===== src/rtl/fetch_unit.sv =====
// rtl/fetch_unit.sv - instruction fetch with one outstanding request, skid entry and redirect flush
module fetch_unit #(
   parameter logic [31:0] RESET_PC = 32'h0000_0000
) (
   input  logic        clk,
   input  logic        rst,
   input  logic        StallF_i,
   input  logic        PCSrcE_i,
   input  logic [31:0] PCTargetE_i,
   output logic        IMemReq_o,
   output logic [31:0] IMemAddr_o,
   input  logic        IMemReady_i,
   input  logic        IMemRValid_i,
   input  logic [31:0] IMemRData_i,
   output logic [31:0] InstructionF_o,
   output logic [31:0] PCF_o,
   output logic [31:0] PCPlus4F_o,
   output logic        ValidF_o
);

   typedef enum logic [1:0] {IDLE, WAIT, DROP} state_t;

   state_t      state;
   logic [31:0] fpc;
   logic [31:0] req_pc;
   logic [31:0] skid_instr;
   logic [31:0] skid_pc;
   logic        skid_v;
   logic        rsp_take;
   logic        to_skid;
   logic        req_ok;
   logic        req_fire;

   assign rsp_take = IMemRValid_i && (state == WAIT) && !PCSrcE_i && !rst;
   // A response landing in the skid leaves no room for another one, so hold the next request back.
   assign to_skid  = rsp_take && ValidF_o && StallF_i;
   assign req_ok   = ((state == IDLE) || ((state == WAIT) && IMemRValid_i)) &&
                     !skid_v && !to_skid && !PCSrcE_i && !rst;
   assign req_fire = req_ok && IMemReady_i;

   assign IMemReq_o  = req_ok;
   assign IMemAddr_o = fpc;

   always_ff @(posedge clk) begin
      if (rst) begin
         fpc            <= RESET_PC;
         req_pc         <= RESET_PC;
         // A request still in flight when reset hits must have its response swallowed later.
         state          <= (((state == WAIT) || (state == DROP)) && !IMemRValid_i) ? DROP : IDLE;
         skid_v         <= 1'b0;
         skid_instr     <= 32'h0;
         skid_pc        <= 32'h0;
         ValidF_o       <= 1'b0;
         InstructionF_o <= 32'h0;
         PCF_o          <= 32'h0;
         PCPlus4F_o     <= 32'h0;
      end else begin
         if (PCSrcE_i) begin
            fpc <= PCTargetE_i & ~32'h3;
         end else if (req_fire) begin
            fpc    <= fpc + 32'd4;
            req_pc <= fpc;
         end

         case (state)
            IDLE: if (req_fire) state <= WAIT;
            WAIT: begin
               if (PCSrcE_i)
                  state <= IMemRValid_i ? IDLE : DROP;
               else if (IMemRValid_i)
                  state <= req_fire ? WAIT : IDLE;
            end
            DROP: if (IMemRValid_i) state <= IDLE;
            default: state <= IDLE;
         endcase

         if (PCSrcE_i) begin
            ValidF_o <= 1'b0;
            skid_v   <= 1'b0;
         end else if (!StallF_i) begin
            if (skid_v) begin
               InstructionF_o <= skid_instr;
               PCF_o          <= skid_pc;
               PCPlus4F_o     <= skid_pc + 32'd4;
               ValidF_o       <= 1'b1;
               skid_v         <= rsp_take;
               if (rsp_take) begin
                  skid_instr <= IMemRData_i;
                  skid_pc    <= req_pc;
               end
            end else if (rsp_take) begin
               InstructionF_o <= IMemRData_i;
               PCF_o          <= req_pc;
               PCPlus4F_o     <= req_pc + 32'd4;
               ValidF_o       <= 1'b1;
            end else begin
               ValidF_o <= 1'b0;
            end
         end else if (rsp_take) begin
            if (!ValidF_o) begin
               InstructionF_o <= IMemRData_i;
               PCF_o          <= req_pc;
               PCPlus4F_o     <= req_pc + 32'd4;
               ValidF_o       <= 1'b1;
            end else begin
               skid_instr <= IMemRData_i;
               skid_pc    <= req_pc;
               skid_v     <= 1'b1;
            end
         end
      end
   end

endmodule

===== config.mk =====
export PLATFORM = sky130hd
export DESIGN_NAME = fetch_unit
export DESIGN_NICKNAME = d
export VERILOG_FILES = /design/src/rtl/fetch_unit.sv
export SDC_FILE = /design/constraint.sdc
export NUM_CORES = 1
export LEC_CHECK = 0
export ABC_AREA = 1
export ABC_CLOCK_PERIOD_IN_PS = 2260
export CELL_PAD_IN_SITES_DETAIL_PLACEMENT = 0
export CELL_PAD_IN_SITES_GLOBAL_PLACEMENT = 1
export CORE_MARGIN = 2
export CORE_UTILIZATION = 37
export CTS_CLUSTER_SIZE = 20
export DETAILED_ROUTE_END_ITERATION = 8
export GPL_ROUTABILITY_DRIVEN = 0
export PLACE_DENSITY_LB_ADDON = 0.1
export SLEW_MARGIN = 5
export SYNTH_ARGS = -nofsm -noshare
export SYNTH_HDL_FRONTEND = slang
export SYNTH_SLANG_ARGS = --single-unit
export TNS_END_PERCENT = 5

===== constraint.sdc =====
create_clock -name clk -period 2.26 [get_ports clk]
set_clock_uncertainty 0.05 [all_clocks]
set_input_delay 0.226 -clock clk [delete_from_list [all_inputs] [get_ports clk]]
set_output_delay 0.226 -clock clk [all_outputs]
set_load 0.1 [all_outputs]

==> key figures, run 1 <==
Run status
  • Status: complete, no violations

Hold path
  • Worst Hold Class: primary input to flop
  • Min-delay src: PCTargetE_i[5]

CTS
  • Num CTS Buffers: 26
  • Clk_lat worst skew: 0.54 ns
  • H-tree depth: 1
  • Clk sink count: around 220
  • CTS tree: done
  • Reg clk slew, reported paths: 0.06 ns
  • Root Driver: clkbuf_16
  • Clock buffer depth: 3

Critical path
  • Max incr delay on CP: 0.40 ns
  • Type of element launching the critical path: flop
  • Most used cell along the critical path: inv_1
  • Crit path buffers/inverters: 4
  • Critical Path RT: 1.98 ns
  • Critical-path maximum fanout: 4
  • Slowest cell on the critical path: edfxtp_1
  • Crit Path Category: flop to primary output
  • Worst-path cell chain: inv_1, ha_2, nand2_1, inv_1, nand3_1, nand2_2, inv_2, buf_12
  • Worst Setup End Kind: primary output
  • Worst R2R Start: state[1]
  • WP data arrival: 1.92 ns
  • Largest delay share family, worst path: buffers and inverters
  • CP Launch Point: state[1]

Logic synthesis
  • Sequential-to-total area share from yosys stat: 40.1%
  • Number of distinct library cells after synthesis: 39
  • Syn avg cell area: 6.62 sq um
  • Post-synth EDFFs: 2
  • Primary FF master, synth: dfxtp_1
  • Yosys warnings: 0
  • Mapped Area: between 0.01 and 0.015 sq mm
  • Post-synth top area share: 39.6%
  • Largest cells by area after synthesis: dfxtp_1 40%, nand2_1 14%, o21ai_0 9.2%
  • Syn Inst Count: 1652
  • Synth area leader: dfxtp_1
  • FFs w/ async S/R, synth: 0%
  • FF+latch count, synth: 218

GRT
  • Met1 usage: 33.6%
  • Overall Global Routing Usage: 23.6%
  • First-pass GRT wire length: between 50000 and 60000 microns
  • Initial antenna violation count: 0
  • Top Usage Layer GRT: met2
  • Met3 usage: 4.00%
  • Total grt overflow: 0
  • Largest net degree at the start of global routing: 92
  • Number of global-route vias before repair: 10664
  • Met2 GRT Util: 36.5%

Timing
  • Post-route setup TNS: 0 ns
  • Slew headroom: 56.6%
  • Max-slew violations: 0
  • Fin. Hold Viols: 0
  • Min Tclk post-route: 2.20 ns
  • Fin crit share: a little over nine tenths
  • RSZ-0062 raised after global routing: yes
  • Slew @ Worst Pin: 0.651 ns
  • Max frequency: 454 MHz
  • Final setup viols: 0

Finish
  • Layout area overhead: 29.8%
  • Ant diodes: 0
  • Layout cells sized above 1: 14.4%
  • Final Util: 49.2%
  • Non-Filler Instances: 2245
  • Final #Nets: 1917
  • Filler Cells Inserted: 3044

Placement
  • # port buffers: 191
  • DP Cell Count: 2196
  • Placed wire-length estimate: 26800 microns

Routing
  • Final ANT Viol Nets: 0
  • DRT iter0 DRCs: 808
  • Post-route DRC: 0
  • Vias per inst: 5.02
  • Drt pass-1 iters: 5
  • WL/cell: 16.5 microns
  • Final wirelength: 37000 microns
  • Via count: 11279

Power
  • PD cells: 763 mW/mm^2
  • Total design power: 10.8 mW
  • Worst ir drop on vdd: 662 uV
  • P_leak: 5.85 nW

Floorplanning
  • IO Pins: 200
  • Chip Height: ~180 microns
  • Rows: 62
  • Initial Util: 37.9%
  • DIE WIDTH: 176 microns
  • Total Die Area: just over 0.03 sq mm
  • Core Footprint: 0.0289 sq mm

Job
  • Max Cap Viol: 0
-- worst min-delay path, stage by stage --
cell and delay (ns):
clkdlybuf4s50_1 0.39, nand2_1 0.06, nand2_1 0.04
-- worst paths after layout --
kind	cells after the start	to	slack, ns
min	3	IMemAddr_o[5]	0.17
max reg2reg	11	PCF_o[23]	0.15
min reg2reg	2	PCPlus4F_o[24]	0.41
max	8	IMemReq_o	0.06
-- repair_timing --
| action | 4_1_cts | 5_1_grt |
|---|---|---|
| pin swaps | 0 | 1 |
| endpoints found under the hold margin | 1 | 0 |
| endpoints found under the setup margin | 1 | 65 |
| hold buffers | 1 | 0 |
| setup buffers | 0 | 0 |
| gates resized for setup | 1 | 6 |
-- cell type report --
cell class                      instances  area [sq um]  share of cell area (%)
Clock buffer                           31           709                    5.00
Sequential cell                       218          4390                    30.9
Multi-Input combinational cell       1203          5580                    39.4
Timing Repair Buffer                  256          2250                    15.8
Inverter                              136           522                    3.68
Tap cell                              384           480                    3.39
Clock inverter                         17           255                    1.80
-- placed cells by master (no fill, tap or decap), types with 3 or more instances in the layout --
| cell type | netlist | final |
|---|---|---|
| xor2_1 | 14 | 14 |
| nand2_2 | 4 | 5 |
| conb_1 | 1 | 6 |
| dfxtp_2 | 0 | 3 |
| dfxtp_1 | 216 | 213 |
| nor2_2 | 7 | 7 |
| nand4_1 | 13 | 13 |
| inv_1 | 132 | 131 |
| buf_12 | 0 | 11 |
| clkinv_2 | 0 | 7 |
| clkbuf_16 | 0 | 26 |
| nor2_4 | 2 | 4 |
| ha_1 | 6 | 5 |
| nand3_1 | 94 | 93 |
| nor3_1 | 29 | 29 |
| a21oi_1 | 122 | 122 |
| nand2_1 | 396 | 395 |
| clkinvlp_4 | 0 | 3 |
| nor2_1 | 206 | 204 |
| nand3b_1 | 4 | 4 |
| clkbuf_8 | 0 | 4 |
| nor3b_1 | 3 | 3 |
| o21ai_1 | 12 | 12 |
| a31oi_1 | 65 | 65 |
| clkdlybuf4s50_1 | 0 | 66 |
| bufinv_16 | 0 | 6 |
| o21ai_0 | 201 | 201 |
| buf_4 | 11 | 175 |
| o211ai_1 | 4 | 4 |
-- cell families after synthesis --
kind of cell | Yosys count | share of synthesized area (%)
compound gates | 412 | 19.9
xor+xnor | 16 | 1.28
flops | 218 | 40.1
simple gates | 763 | 28.7
fa+ha+maj | 6 | 0.687
other cells | 1 | 0.0343
buf+inv | 236 | 9.27
-- cell usage after synthesis (6+ instances only) --
library cell and n:
a21oi_1 122, a31oi_1 65, buf_2 31, buf_4 11
buf_6 6, clkbuf_1 48, dfxtp_1 216, ha_1 6
inv_1 132, nand2_1 396, nand3_1 94, nand4_1 13
nor2_1 206, nor2_2 7, nor3_1 29, o21ai_0 201
o21ai_1 12, xor2_1 14
-- layer usage --
metal	share of wire, %	wire length, microns
met1	48	17900
met2	42	15700
met3	6.5	2400
met4	2.7	1000
met5	0	0
-- registers in the layout (all words and copies together) (netlist names) --
| signal | cells |
|---|---|
| ValidF_o | 1 |
| PCPlus4F_o | 30 |
| skid_pc | 30 |
| skid_instr | 32 |
| InstructionF_o | 32 |
| skid_v | 1 |
| IMemAddr_o | 30 |
| PCF_o | 30 |
| state | 2 |
| req_pc | 30 |
-- through the flow --
| step | setup slack (ns) | hold WS [ns] | cell area, sq um |
|---|---|---|---|
| floorplan | -0.140 | 0.286 | 11000 |
| detailed placement | 0.0558 | 0.408 | 13200 |
| CTS | 0.0255 | 0.158 | 14200 |
| finish | 0.0597 | 0.175 | 14200 |
| global placement | 0.0622 | 0.405 | 13200 |
| global route | -0.0248 | 0.176 | 14200 |
-- power breakdown --
group / internal [mW] / switching [mW]
sequential: 4.03 / 0.183
combinational: 0.537 / 1.38
clock: 2.93 / 1.76
Power figures use the tool's default switching activity.
==> run 2, diff against run 1 <==
- CTS_CLUSTER_SIZE: 20 -> 40
- RECOVER_POWER: not set -> 100
==> run 2 against run 1 <==
Effect of this change: global-route usage about the same; clock-buffer cell count unchanged; critical path type unchanged; largest power group unchanged; utilization shrank 1.2 points; highest routed layer unchanged; sequential power about the same; clock power fell by 2%; non-clock buffer count unchanged; worst setup slack better by 0.056 ns; first-iteration DRC count is 14% higher.
==> key figures, run 2 (synthesis gave the netlist of run 1 again) <==
Critical path
  • Max incr delay on CP: 0.40 ns
  • Worst-path cell chain: inv_1, ha_2, nand2_2, inv_2, nand3_1, nand2_2, inv_2, buf_8
  • Worst r2r path cells: 11
  • Slowest cell on the critical path: edfxtp_1
  • Type of element launching the critical path: flop
  • WP data arrival: 1.87 ns
  • Critical-path maximum fanout: 4
  • Critical Path RT: a little under 2 ns
  • WP depth: 8
  • Largest delay share family, worst path: flip-flops
  • Worst Setup End Kind: primary output
  • Crit path buffers/inverters: 4
  • Crit Path Category: flop to primary output

Routing
  • Via count: 11283
  • Vias per inst: 5.03
  • DRT iter0 DRCs: approximately 920
  • Post-route DRC: 0
  • Drt pass-1 iters: 5
  • WL/cell: 16.5 microns
  • Final wirelength: 37000 microns
  • Final ANT Viol Nets: 0

Job
  • Max Cap Viol: 0

Power
  • Comb pwr share: ~17%
  • Reg power frac: between 30% and 40%
  • Sw Ratio: 31.1%
  • Clock share of power: 43.1%
  • PD cells: 771 mW/mm^2
  • P_sw: 3.31 mW
  • Worst ir drop on vdd: 664 uV
  • P_leak: 5.72 nW
  • Internal power: 7.35 mW

CTS
  • CTS tree: done
  • Clk sink count: roughly 220
  • Clock buffer depth: 3
  • Num CTS Buffers: 26
  • Reg clk slew, reported paths: 0.06 ns
  • Root Driver: clkbuf_16
  • Clk_lat worst skew: 0.55 ns
  • H-tree depth: 1

GRT
  • Met3 usage: 4.13%
  • First-pass GRT wire length: 58700 microns
  • Overall Global Routing Usage: 23.6%
  • Met1 usage: around 34%
  • Initial antenna violation count: 0
  • Top Usage Layer GRT: met2
  • Total grt overflow: 0
  • Met2 GRT Util: 36.5%
  • Largest net degree at the start of global routing: 92
  • Number of global-route vias before repair: roughly 11000

Finish
  • Layout cells sized above 1: roughly 14%
  • Final Util: 47.9%
  • Ant diodes: 0
  • Commonest non-fill, non-tap cell in the layout: nand2_1
  • Final #Nets: 1917
  • Most frequent cells in the layout: 396 x nand2_1, 213 x dfxtp_1, 210 x o21ai_0
  • Layout area overhead: 26.5%
  • Top flop regs: InstructionF_o: 32 flops, skid_instr: 32 flops

Timing
  • Final setup viols: 0
  • Post-route setup TNS: 0 ns
  • Min Tclk post-route: 2.14 ns
  • Fin crit share: 94.9%
  • Slew @ Worst Pin: between 0.6 and 0.7 ns
  • Fin. Hold Viols: 0
  • Max-slew violations: 0
  • RSZ-0062 raised after global routing: no
  • Max frequency: 466 MHz
  • Hold slack: 0.170 ns
  • Slew headroom: 56.1%

Placement
  • # port buffers: 191
  • Placed wire-length estimate: 26800 microns

Floorplanning
  • IO Pins: 200
  • Rows: 62
  • Initial Util: 37.9%
  • Chip Height: 176 microns
  • Core Footprint: 0.0289 sq mm
  • Total Die Area: 0.0309 sq mm
  • DIE WIDTH: ~180 microns

Hold path
  • Hold Crit Depth: 3
  • Worst Hold Class: primary input to flop

Run status
  • Status: complete, no violations
[run 2: what timing repair did]
item                                    4_1_cts  5_1_grt
buffers inserted                              0        0
pin swaps                                     0        1
resized for setup                             1        9
hold buffers                                  1        0
endpoints found under the setup margin        1       66
hold endpoints to repair                      1        0
[run 2: path summary, 6_finish.rpt]
check,startpoint,endpoint,slack [ns]
max,state[1],IMemReq_o,0.12
min,PCTargetE_i[5],IMemAddr_o[5],0.17
max reg2reg,state[1],PCPlus4F_o[3],0.17
min reg2reg,PCPlus4F_o[24],PCPlus4F_o[24],0.41
[run 2: final cells by class]
cell class | instances | area, sq um
Sequential cell | 218 | 4390
Inverter | 136 | 522
Multi-Input combinational cell | 1203 | 5580
Clock buffer | 31 | 719
Tap cell | 384 | 480
Fill cell | 3116 | 15000
Timing Repair Buffer | 256 | 1910
Clock inverter | 17 | 230
[run 2: power groups by stage]
stage | clock network, mW | logic (mW) | registers (mW)
floorplan | 0 | 0.699 | 4.91
global placement | 0 | 1.89 | 4.29
detailed placement | 0 | 1.91 | 4.29
CTS | 4.69 | 1.92 | 4.21
global route | 4.88 | 1.99 | 4.24
finish | 4.60 | 1.85 | 4.21
[run 2: per-stage QoR]
step                area, sq um  instances  setup WS, ns  total power, mW
global route              13800       2245        0.0114             11.1
CTS                       14100       2245        0.0211             10.8
global placement          13200       2196        0.0622             6.19
floorplan                 11000       1657        -0.140             5.61
detailed placement        13200       2196        0.0558             6.20
finish                    13800       2245         0.116             10.7
[run 2: per-layer routing]
metal | wire (microns) | part of all wire [%] | up-vias
met5 | 0 | 0 | -
met3 | 2380 | 6.4 | 55
met4 | 950 | 2.6 | 0
met2 | 15800 | 43 | 338
met1 | 17900 | 48 | 5069
li1 | - | - | 5821
[run 2: worst reg2reg max path: stages (launching register included)]
cell and delay, ns:
edfxtp_1 0.40, inv_1 0.10, ha_2 0.21, nand2_2 0.08, inv_2 0.08, nand2_2 0.07
o21ai_2 0.12, nand2_2 0.12, inv_8 0.18, clkbuf_4 0.30, o21ai_0 0.13, a31oi_1 0.17
==> run 3, diff against run 2 <==
- ABC_CLOCK_PERIOD_IN_PS: 2260 -> 2200
- SKIP_LAST_GASP: not set -> 1
- clock period: 2.26 -> 2.2 ns (I/O delays scaled with it)
==> run 3 against run 2 <==
Effect of this change: global-route usage about the same; first-iteration DRC count down 25%; cell count about the same; sequential power up 3%; register-to-register slack about the same; die area unchanged; largest power group is now sequential cells; highest routed layer unchanged.
==> key figures, run 3 (synthesis gave the netlist of run 1 again) <==
Critical path
  • Slowest cell on the critical path: edfxtp_1
  • Crit path buffers/inverters: 4
  • Worst Setup End Kind: primary output
  • Max incr delay on CP: slightly below 0.4 ns
  • Critical Path RT: ~1.9 ns
  • WP data arrival: 1.78 ns
  • Worst R2R Start: state[1]
  • Worst-path cell chain: inv_1, ha_2, nand2_2, inv_2, nand3_1, nand2_2, inv_2, buf_12
  • Critical-path maximum fanout: 4
  • CP Launch Point: state[1]
  • Largest delay share family, worst path: flip-flops
  • Crit Path Category: flop to primary output
  • Type of element launching the critical path: flop
  • R2R setup slack: 0.16 ns

Power
  • Internal power: about 7.3 mW
  • Sw Ratio: 31.1%
  • Reg power frac: 41.1%
  • P_sw: ~3.3 mW
  • P_leak: just under 6 nW
  • Worst ir drop on vdd: 553 uV
  • Clock share of power: 40.5%
  • Comb pwr share: 18.5%
  • Total design power: 10.6 mW
  • PD cells: between 700 and 800 mW/mm^2

Timing
  • Max-slew violations: 0
  • Fin crit share: around 93%
  • Final setup viols: 0
  • Slew @ Worst Pin: 0.580 ns
  • Slew headroom: 61.2%
  • Min Tclk post-route: 2.05 ns
  • Max frequency: between 400 and 500 MHz
  • Fin. Hold Viols: 0
  • Post-route setup TNS: 0 ns
  • RSZ-0062 raised after global routing: yes
  • Hold slack: 0.183 ns

CTS
  • Reg clk slew, reported paths: 0.06 ns
  • Clock buffer depth: 3
  • Clk_lat worst skew: ~0.54 ns
  • H-tree depth: 1
  • Postcts setup bufs: 0
  • Clk sink count: approximately 220
  • CTS tree: done
  • Root Driver: clkbuf_16
  • Num CTS Buffers: 26

Routing
  • Drt pass-1 iters: 5
  • WL/cell: 16.6 microns
  • Vias per inst: 5.07
  • Final wirelength: 37200 microns
  • Final ANT Viol Nets: 0
  • Via count: 11364
  • Post-route DRC: 0
  • DRT iter0 DRCs: 694

Finish
  • Area of the multi-input gates: 0.00557 sq mm
  • Commonest non-fill, non-tap cell in the layout: nand2_1
  • Top flop regs: InstructionF_o: 32 flops, skid_instr: 32 flops
  • Filler Cells Inserted: around 3000
  • Final Util: 48.7%
  • Ant diodes: 0
  • Most frequent cells in the layout: 395 x nand2_1, 207 x dfxtp_1, 206 x nor2_1, 206 x o21ai_0, 173 x buf_4
  • Final #Nets: roughly 1900
  • Layout area overhead: 28.5%
  • Layout cells sized above 1: 14.2%
  • FF+latch area: 0.00440 sq mm

GRT
  • Total grt overflow: 0
  • First-pass GRT wire length: approximately 59000 microns
  • Largest net degree at the start of global routing: 70
  • Number of global-route vias before repair: 10667
  • Overall Global Routing Usage: 23.6%
  • Initial antenna violation count: 0

Placement
  • Placed wire-length estimate: between 20000 and 30000 microns
  • # port buffers: 191

Run status
  • Status: complete, no violations

Hold path
  • Worst Hold Class: primary input to flop
  • Min-delay src: PCTargetE_i[5]

Floorplanning
  • Rows: 62
  • Core Footprint: 0.0289 sq mm
  • Initial Util: roughly 38%
  • Total Die Area: 0.0309 sq mm
  • IO Pins: 200
  • DIE WIDTH: 176 microns
  • Chip Height: 176 microns

Job
  • Max Cap Viol: 0
==> run 3: routing by layer <==
layer	global-route usage [%]	share of wire (%)	vias to the layer above
met3	3.70	6.1	54
met4	7.13	2.9	0
met1	33.3	48	5124
li1	-	-	5827
met5	0	0	-
met2	37.1	43	359
==> run 3: worst paths after layout <==
path	to	cells after the start
worst max-delay path	IMemReq_o	8
worst min-delay path	IMemAddr_o[5]	3
worst max register to register	IMemAddr_o[17]	13
worst min register to register	PCPlus4F_o[20]	2
==> run 3: worst register-to-register path, stage by stage (launching register included) <==
cell and delay [ns]:
edfxtp_1 0.39, inv_1 0.09, ha_2 0.21, nand2_2 0.09
inv_2 0.08, nand3_1 0.11, nand2_2 0.10, inv_2 0.05
nand2_1 0.13, nand2_2 0.09, clkbuf_2 0.23, o21ai_0 0.22
inv_1 0.06, a21oi_1 0.11
==> run 3: layout make-up <==
class                           count  area share, %
Inverter                          136           3.70
Timing Repair Buffer              258           16.0
Clock inverter                      6          0.570
Multi-Input combinational cell   1203           39.7
Sequential cell                   218           31.3
Clock buffer                       38           5.39
Tap cell                          384           3.42
==> run 3: through the flow <==
| step | setup WS [ns] | cells | area (sq um) |
|---|---|---|---|
| after floorplan | -0.0928 | 1657 | 11000 |
| after global placement | 0.0507 | 2198 | 13200 |
| after detailed placement | 0.0387 | 2198 | 13200 |
| after global routing | -0.0141 | 2243 | 14000 |
| after CTS | 0.00204 | 2243 | 14100 |
| final | 0.146 | 2243 | 14000 |
==> run 3: what timing repair did <==
item	in CTS	in global routing
endpoints found under the setup margin	1	52
pin swaps	0	1
resized for setup	1	7
endpoints found under the hold margin	1	0
hold buffers	1	0
==> run 3: power groups by stage <==
stage	logic, mW	clock network, mW	registers [mW]
2_1_floorplan	0.718	0	5.04
3_3_place_gp	1.94	0	4.42
3_5_place_dp	1.95	0	4.42
4_1_cts	1.96	4.36	4.34
5_1_grt	2.10	4.53	4.36
6_report	1.95	4.28	4.34
